## config.mk

```make
export PLATFORM = sky130hd
export DESIGN_NAME = mult_scheduler
export DESIGN_NICKNAME = d
export VERILOG_FILES = /design/src/rtl/multiplier_pkg.sv /design/src/rtl/multiplier_16x16.sv /design/src/rtl/mult_scheduler.sv
export SDC_FILE = /design/constraint.sdc
export NUM_CORES = 2
export LEC_CHECK = 0
export BUFFER_PORTS_ARGS = -buffer_cell sky130_fd_sc_hd__buf_2
export CAP_MARGIN = 10
export CELL_PAD_IN_SITES_DETAIL_PLACEMENT = 0
export CELL_PAD_IN_SITES_GLOBAL_PLACEMENT = 1
export CORE_UTILIZATION = 46
export DETAILED_ROUTE_END_ITERATION = 7
export GPL_ROUTABILITY_DRIVEN = 0
export PLACE_DENSITY = 0.86
export SLEW_MARGIN = 20
export SYNTH_ARGS = -nofsm -noshare
export SYNTH_HDL_FRONTEND = slang
export SYNTH_SLANG_ARGS = --single-unit
```

## constraint.sdc

```tcl
create_clock -name clk_i -period 9.08 [get_ports clk_i]
set_clock_uncertainty 0.15 [all_clocks]
set_input_delay 1.362 -clock clk_i [delete_from_list [all_inputs] [get_ports clk_i]]
set_output_delay 1.362 -clock clk_i [all_outputs]
set_load 0.01 [all_outputs]
```

## src/rtl/multiplier_pkg.sv

```systemverilog
// Shared constants and types for the block multiplier and the multi-precision
// multiply scheduler (block width, default block count, scheduler FSM states).
package multiplier_pkg;

    localparam int BLOCK_LENGTH          = 16;
    localparam int MULT_SCHED_NUM_BLOCKS = 4;

    typedef enum logic [1:0] {
        IDLE,
        ISSUE,
        DRAIN,
        DONE
    } mult_sched_state_e;

endpackage

```

## src/rtl/multiplier_16x16.sv

```systemverilog
// Single-cycle registered BLOCK_LENGTH x BLOCK_LENGTH unsigned multiplier.
// The product register is deliberately unreset; consumers gate it with a valid flag.
module multiplier_16x16
    import multiplier_pkg::*;
(
    input  logic                        clk_i,
    input  logic [BLOCK_LENGTH-1:0]     a_i,
    input  logic [BLOCK_LENGTH-1:0]     b_i,
    output logic [2*BLOCK_LENGTH-1:0]   p_o
);

    localparam int PW = 2 * BLOCK_LENGTH;

    always_ff @(posedge clk_i) begin
        p_o <= PW'(a_i) * PW'(b_i);
    end

endmodule

```

## src/rtl/mult_scheduler.sv

```systemverilog
// Multi-precision multiply: time-multiplexes one registered block multiplier over
// all block pairs and accumulates shifted partial products. Define
// MULT_SCHED_LOW_HALF_EN to compute only the low half (a*b mod 2^(NUM_BLOCKS*BLOCK_LENGTH)).
module mult_scheduler
    import multiplier_pkg::*;
#(
    parameter int NUM_BLOCKS = MULT_SCHED_NUM_BLOCKS
) (
    input  logic                                clk_i,
    input  logic                                rst_i,
    input  logic                                start_i,
    input  logic [NUM_BLOCKS*BLOCK_LENGTH-1:0]  indata_a_i,
    input  logic [NUM_BLOCKS*BLOCK_LENGTH-1:0]  indata_b_i,
    output logic                                busy_o,
    output logic                                valid_o,
    output logic [2*NUM_BLOCKS*BLOCK_LENGTH-1:0] outdata_r_o
);

    localparam int OPW = NUM_BLOCKS * BLOCK_LENGTH;
    localparam int RW  = 2 * OPW;
    localparam int CW  = $clog2(NUM_BLOCKS);
    localparam int SW  = $clog2(2 * NUM_BLOCKS);

    mult_sched_state_e state_q, state_d;
    logic [OPW-1:0]    a_q, a_d, b_q, b_d;
    logic [CW-1:0]     i_q, i_d, j_q, j_d;
    logic [SW-1:0]     shift_q;
    logic              acc_en_q;
    logic [RW-1:0]     acc_q, acc_d;
    logic [RW-1:0]     out_q;
    logic              issue, acc_clr, j_last, pair_last;

    logic [BLOCK_LENGTH-1:0]   a_blk [NUM_BLOCKS];
    logic [BLOCK_LENGTH-1:0]   b_blk [NUM_BLOCKS];
    logic [2*BLOCK_LENGTH-1:0] prod;

    genvar gi;
    generate
        for (gi = 0; gi < NUM_BLOCKS; gi++) begin : g_blk
            assign a_blk[gi] = a_q[gi*BLOCK_LENGTH +: BLOCK_LENGTH];
            assign b_blk[gi] = b_q[gi*BLOCK_LENGTH +: BLOCK_LENGTH];
        end
    endgenerate

    multiplier_16x16 u_mult (
        .clk_i (clk_i),
        .a_i   (a_blk[i_q]),
        .b_i   (b_blk[j_q]),
        .p_o   (prod)
    );

    // j is the inner loop; in low-half mode row i stops once i+j reaches NUM_BLOCKS-1.
`ifdef MULT_SCHED_LOW_HALF_EN
    assign j_last = (int'(i_q) + int'(j_q)) == (NUM_BLOCKS - 1);
`else
    assign j_last = int'(j_q) == (NUM_BLOCKS - 1);
`endif
    assign pair_last = j_last && (int'(i_q) == (NUM_BLOCKS - 1));

    always_comb begin
        state_d = state_q;
        a_d     = a_q;
        b_d     = b_q;
        i_d     = i_q;
        j_d     = j_q;
        issue   = 1'b0;
        acc_clr = 1'b0;
        case (state_q)
            IDLE: begin
                if (start_i) begin
                    a_d     = indata_a_i;
                    b_d     = indata_b_i;
                    i_d     = '0;
                    j_d     = '0;
                    acc_clr = 1'b1;
                    state_d = ISSUE;
                end
            end
            ISSUE: begin
                issue = 1'b1;
                if (pair_last) begin
                    state_d = DRAIN;
                end else if (j_last) begin
                    i_d = i_q + CW'(1);
                    j_d = '0;
                end else begin
                    j_d = j_q + CW'(1);
                end
            end
            DRAIN:   state_d = DONE;
            DONE:    state_d = IDLE;
            default: state_d = IDLE;
        endcase
    end

    // acc_en_q/shift_q travel one cycle behind the issue, matching the multiplier register.
    always_comb begin
        acc_d = acc_q;
        if (acc_clr) begin
            acc_d = '0;
        end else if (acc_en_q) begin
            acc_d = acc_q + (RW'(prod) << (int'(shift_q) * BLOCK_LENGTH));
        end
    end

    always_ff @(posedge clk_i) begin
        if (rst_i) begin
            state_q  <= IDLE;
            a_q      <= '0;
            b_q      <= '0;
            i_q      <= '0;
            j_q      <= '0;
            shift_q  <= '0;
            acc_en_q <= 1'b0;
            acc_q    <= '0;
            out_q    <= '0;
        end else begin
            state_q  <= state_d;
            a_q      <= a_d;
            b_q      <= b_d;
            i_q      <= i_d;
            j_q      <= j_d;
            shift_q  <= SW'(i_q) + SW'(j_q);
            acc_en_q <= issue;
            acc_q    <= acc_d;
            // Result register loads the final sum as DRAIN retires, so it is valid in DONE.
            if (state_q == DRAIN) begin
`ifdef MULT_SCHED_LOW_HALF_EN
                out_q <= {{OPW{1'b0}}, acc_d[OPW-1:0]};
`else
                out_q <= acc_d;
`endif
            end
        end
    end

    assign busy_o      = (state_q != IDLE);
    assign valid_o     = (state_q == DONE);
    assign outdata_r_o = out_q;

endmodule

```

==> results_dict.tcl <==
set metrics [dict create \
    setup_viol 0 \
    finish.utilization_pct 51.9 \
    ys_types 83 \
    cpMaxStageDelayCell "dfxtp_1" \
    power.density_nw_per_um2 187 \
    drv_slew 0 \
    syn_avg_cell_area_um2 7.87 \
    yosys-top-cells-area "dfxtp_1, fa_1, ha_1, nand2_1, a21oi_1" \
    cp_slowest_stage_delay_ps 700 \
    synth_commonest_cells "nand2_1, nor2_1, dfxtp_1" \
    instances_no_fill 5369 \
    synth_seq_cells 426 \
    fmax_mhz 127 \
    drt-wirelength-per-cell_um 20.8 \
    start_util_pct 46.8 \
    drtIter0Drc 2422 \
    finalHoldViolCount 0 \
    wl_um 111000 \
    worst_slack_ps 1190 \
    layout_min_cycle_time_ps 7890 \
    vias 30800 \
    outcome "complete, no violations" \
    clock_path_buffers 3 \
    async_flop_share_pct 0 \
    max-slew-margin-rel_pct 22.3 \
    grt_overflow_total 0 \
    synth_edf_count 0 \
    grt_pass1_vias 29800 \
    hp-class "register to register" \
    portBuffers 260 \
    dr_wl_met2_um 50300 \
    cts_hold_buf 0 \
    power.leakage_nw 16.0 \
    cts_max_level 2 \
    irDropWorstVdd_mv 0.160 \
    cts_buffers 49 \
    clock_sinks 426 \
    rsz0062_at_grt "false" \
    ios 261 \
    min_period_over_period_pct 86.9 \
    placedCellCount 5282 \
    synth_top_cell_by_area "dfxtp_1" \
    syn_nets 4844 \
    grt_use_total_pct 29.5 \
    drt-met1-wl_um 46800 \
    critPathCaptureType "register" \
    postCtsSetupRepairBufs 0 \
    dominantRegCellSynth "dfxtp_1" \
    nFillCells 7020 \
    die_y_um 273 \
    remaining_drc_errors 0 \
    critPathKind "register to register" \
    syn_to_final_growth_pct 10.8 \
    drive_gt1_share_pct 11.0 \
    start_kind "register" \
    grt_pass1_wl_um 172000 \
    synth_most_common_cell "nand2_1" \
    clock-root-buffer "clkbuf_16" \
    antenna_found_initial 0 \
    cp_max_fo 17 \
    syn_area_um2 33700 \
    yosysSeqAreaShare_pct 25.3 \
    worstMarginPinSlew_ps 1160 \
    via_per_inst 5.74 \
    final_antenna_net_count 0 \
    yosysWarningCount 0 \
    preCtsSetupSlack_ps 1390 \
    worst_skew_pair.late_latency_ps 650 \
    num_antenna_cells 0 \
    core-area_um2 72000 \
    cts_tree "built" \
    dieArea_um2 74300 \
    fin_nets 4948 \
    rows 98 \
    crit_arrival_ps 8250 \
    synth_top_cell_area_share_pct 25.3 \
    hpwl_um 87700 \
    top_layer "met4" \
    ctsResizeCount 0 \
    setup_tns_ps 0 \
    synthCells 4279 \
    path_clk_slew_ps 70 \
    dr_wl_met3_um 8170 \
    drt_pass1_iterations 5 \
    worst_ep_required_time_ps 9440 \
    grt_max_degree 184 \
    cp_common_cell "fa_1" \
    die_x_um 273 \
    maxCapViolCount 0 \
]
flip-flops by register name (all words and copies together) (netlist names):
register     cells
outdata_r_o    128
a_q             64
shift_q          3
b_q             64
u_mult.p_o      32
i_q              2
j_q              2
acc_en_q         1
state_q          2
acc_q          128
worst paths after layout:
check	end	start	slack [ps]	cells past startpoint
setup / recovery	u_mult.p_o[29]	j_q[0]	1190	27
hold / removal	outdata_r_o[119]	outdata_r_o[119]	290	2
setup reg to reg	u_mult.p_o[29]	j_q[0]	1190	27
hold reg to reg	outdata_r_o[119]	outdata_r_o[119]	290	2
placed cells by master, fill, tap and decap left out, types with 13 or more instances in the layout:
| master | synthesis | final |
|---|---|---|
| a211oi_1 | 13 | 13 |
| a21o_1 | 65 | 65 |
| a21oi_1 | 394 | 394 |
| a22o_1 | 20 | 20 |
| a22oi_1 | 21 | 21 |
| a31oi_1 | 18 | 18 |
| and2_1 | 58 | 58 |
| and3_1 | 16 | 16 |
| and4_1 | 14 | 14 |
| buf_2 | 22 | 259 |
| buf_4 | 0 | 38 |
| clkbuf_16 | 0 | 49 |
| dfxtp_1 | 426 | 424 |
| fa_1 | 196 | 196 |
| ha_1 | 238 | 237 |
| inv_1 | 307 | 306 |
| mux2_2 | 31 | 31 |
| mux2i_1 | 150 | 147 |
| nand2_1 | 674 | 672 |
| nand2b_1 | 27 | 26 |
| nand3_1 | 50 | 50 |
| nand4_1 | 77 | 77 |
| nor2_1 | 451 | 449 |
| nor2b_1 | 50 | 50 |
| nor3_1 | 91 | 91 |
| o211ai_1 | 13 | 13 |
| o21a_1 | 37 | 37 |
| o21ai_0 | 159 | 157 |
| o21ai_1 | 62 | 64 |
| o21bai_1 | 48 | 48 |
| o31ai_1 | 13 | 13 |
| xnor2_1 | 91 | 91 |
| xor2_1 | 51 | 51 |
worst max-delay path: cells and delay by family (launching register included):
family | cells | cell delay [ps]
DFF | 1 | 700
muxes | 1 | 370
buffers and inverters | 6 | 860
xor gates and xnor gates | 1 | 130
and+or+nand+nor | 2 | 530
adders and majority gates | 7 | 3340
AOI/OAI and AO/OA | 10 | 1650
where the power goes:
part	switching, W	internal, W
combinational	0.00179	0.000873
clock	0.000883	0.00120
sequential	0.000185	0.00205
total	0.00285	0.00413
layer usage:
layer  vias up  track usage, %
met2      1218            47.6
met5         -               0
met1     14600            38.1
met3       277            4.51
li1      14700               -
met4         0            14.9
per-stage QoR:
step | instance area, um^2 | hold WS (ps) | total power [W]
after floorplan | 33700 | 283 | 0.00402
after global placement | 35600 | 280 | 0.00486
after detailed placement | 35600 | 287 | 0.00490
after CTS | 37300 | 298 | 0.00699
after global routing | 37300 | 315 | 0.00736
final | 37300 | 295 | 0.00698
area by class of cell:
type | instances | area [um^2] | share of cell area, %
Multi-Input combinational cell | 3299 | 23100 | 61.9
Clock buffer | 62 | 1380 | 3.68
Tap cell | 950 | 1190 | 3.18
Inverter | 307 | 1150 | 3.09
Sequential cell | 426 | 8530 | 22.9
Timing Repair Buffer | 300 | 1630 | 4.37
Clock inverter | 25 | 344 | 0.922
logic make-up after synthesis:
group | Yosys count | synth area share, %
buffers and inverters | 554 | 6.25
AO/OA/AOI/OAI | 979 | 17.9
flip-flops | 426 | 25.3
adder cells (fa/ha/maj) | 434 | 20.5
multiplexers | 190 | 6.09
AND/OR/NAND/NOR | 1554 | 20.2
XOR/XNOR | 142 | 3.69
Note: power is estimated with default switching activity, not from simulation.
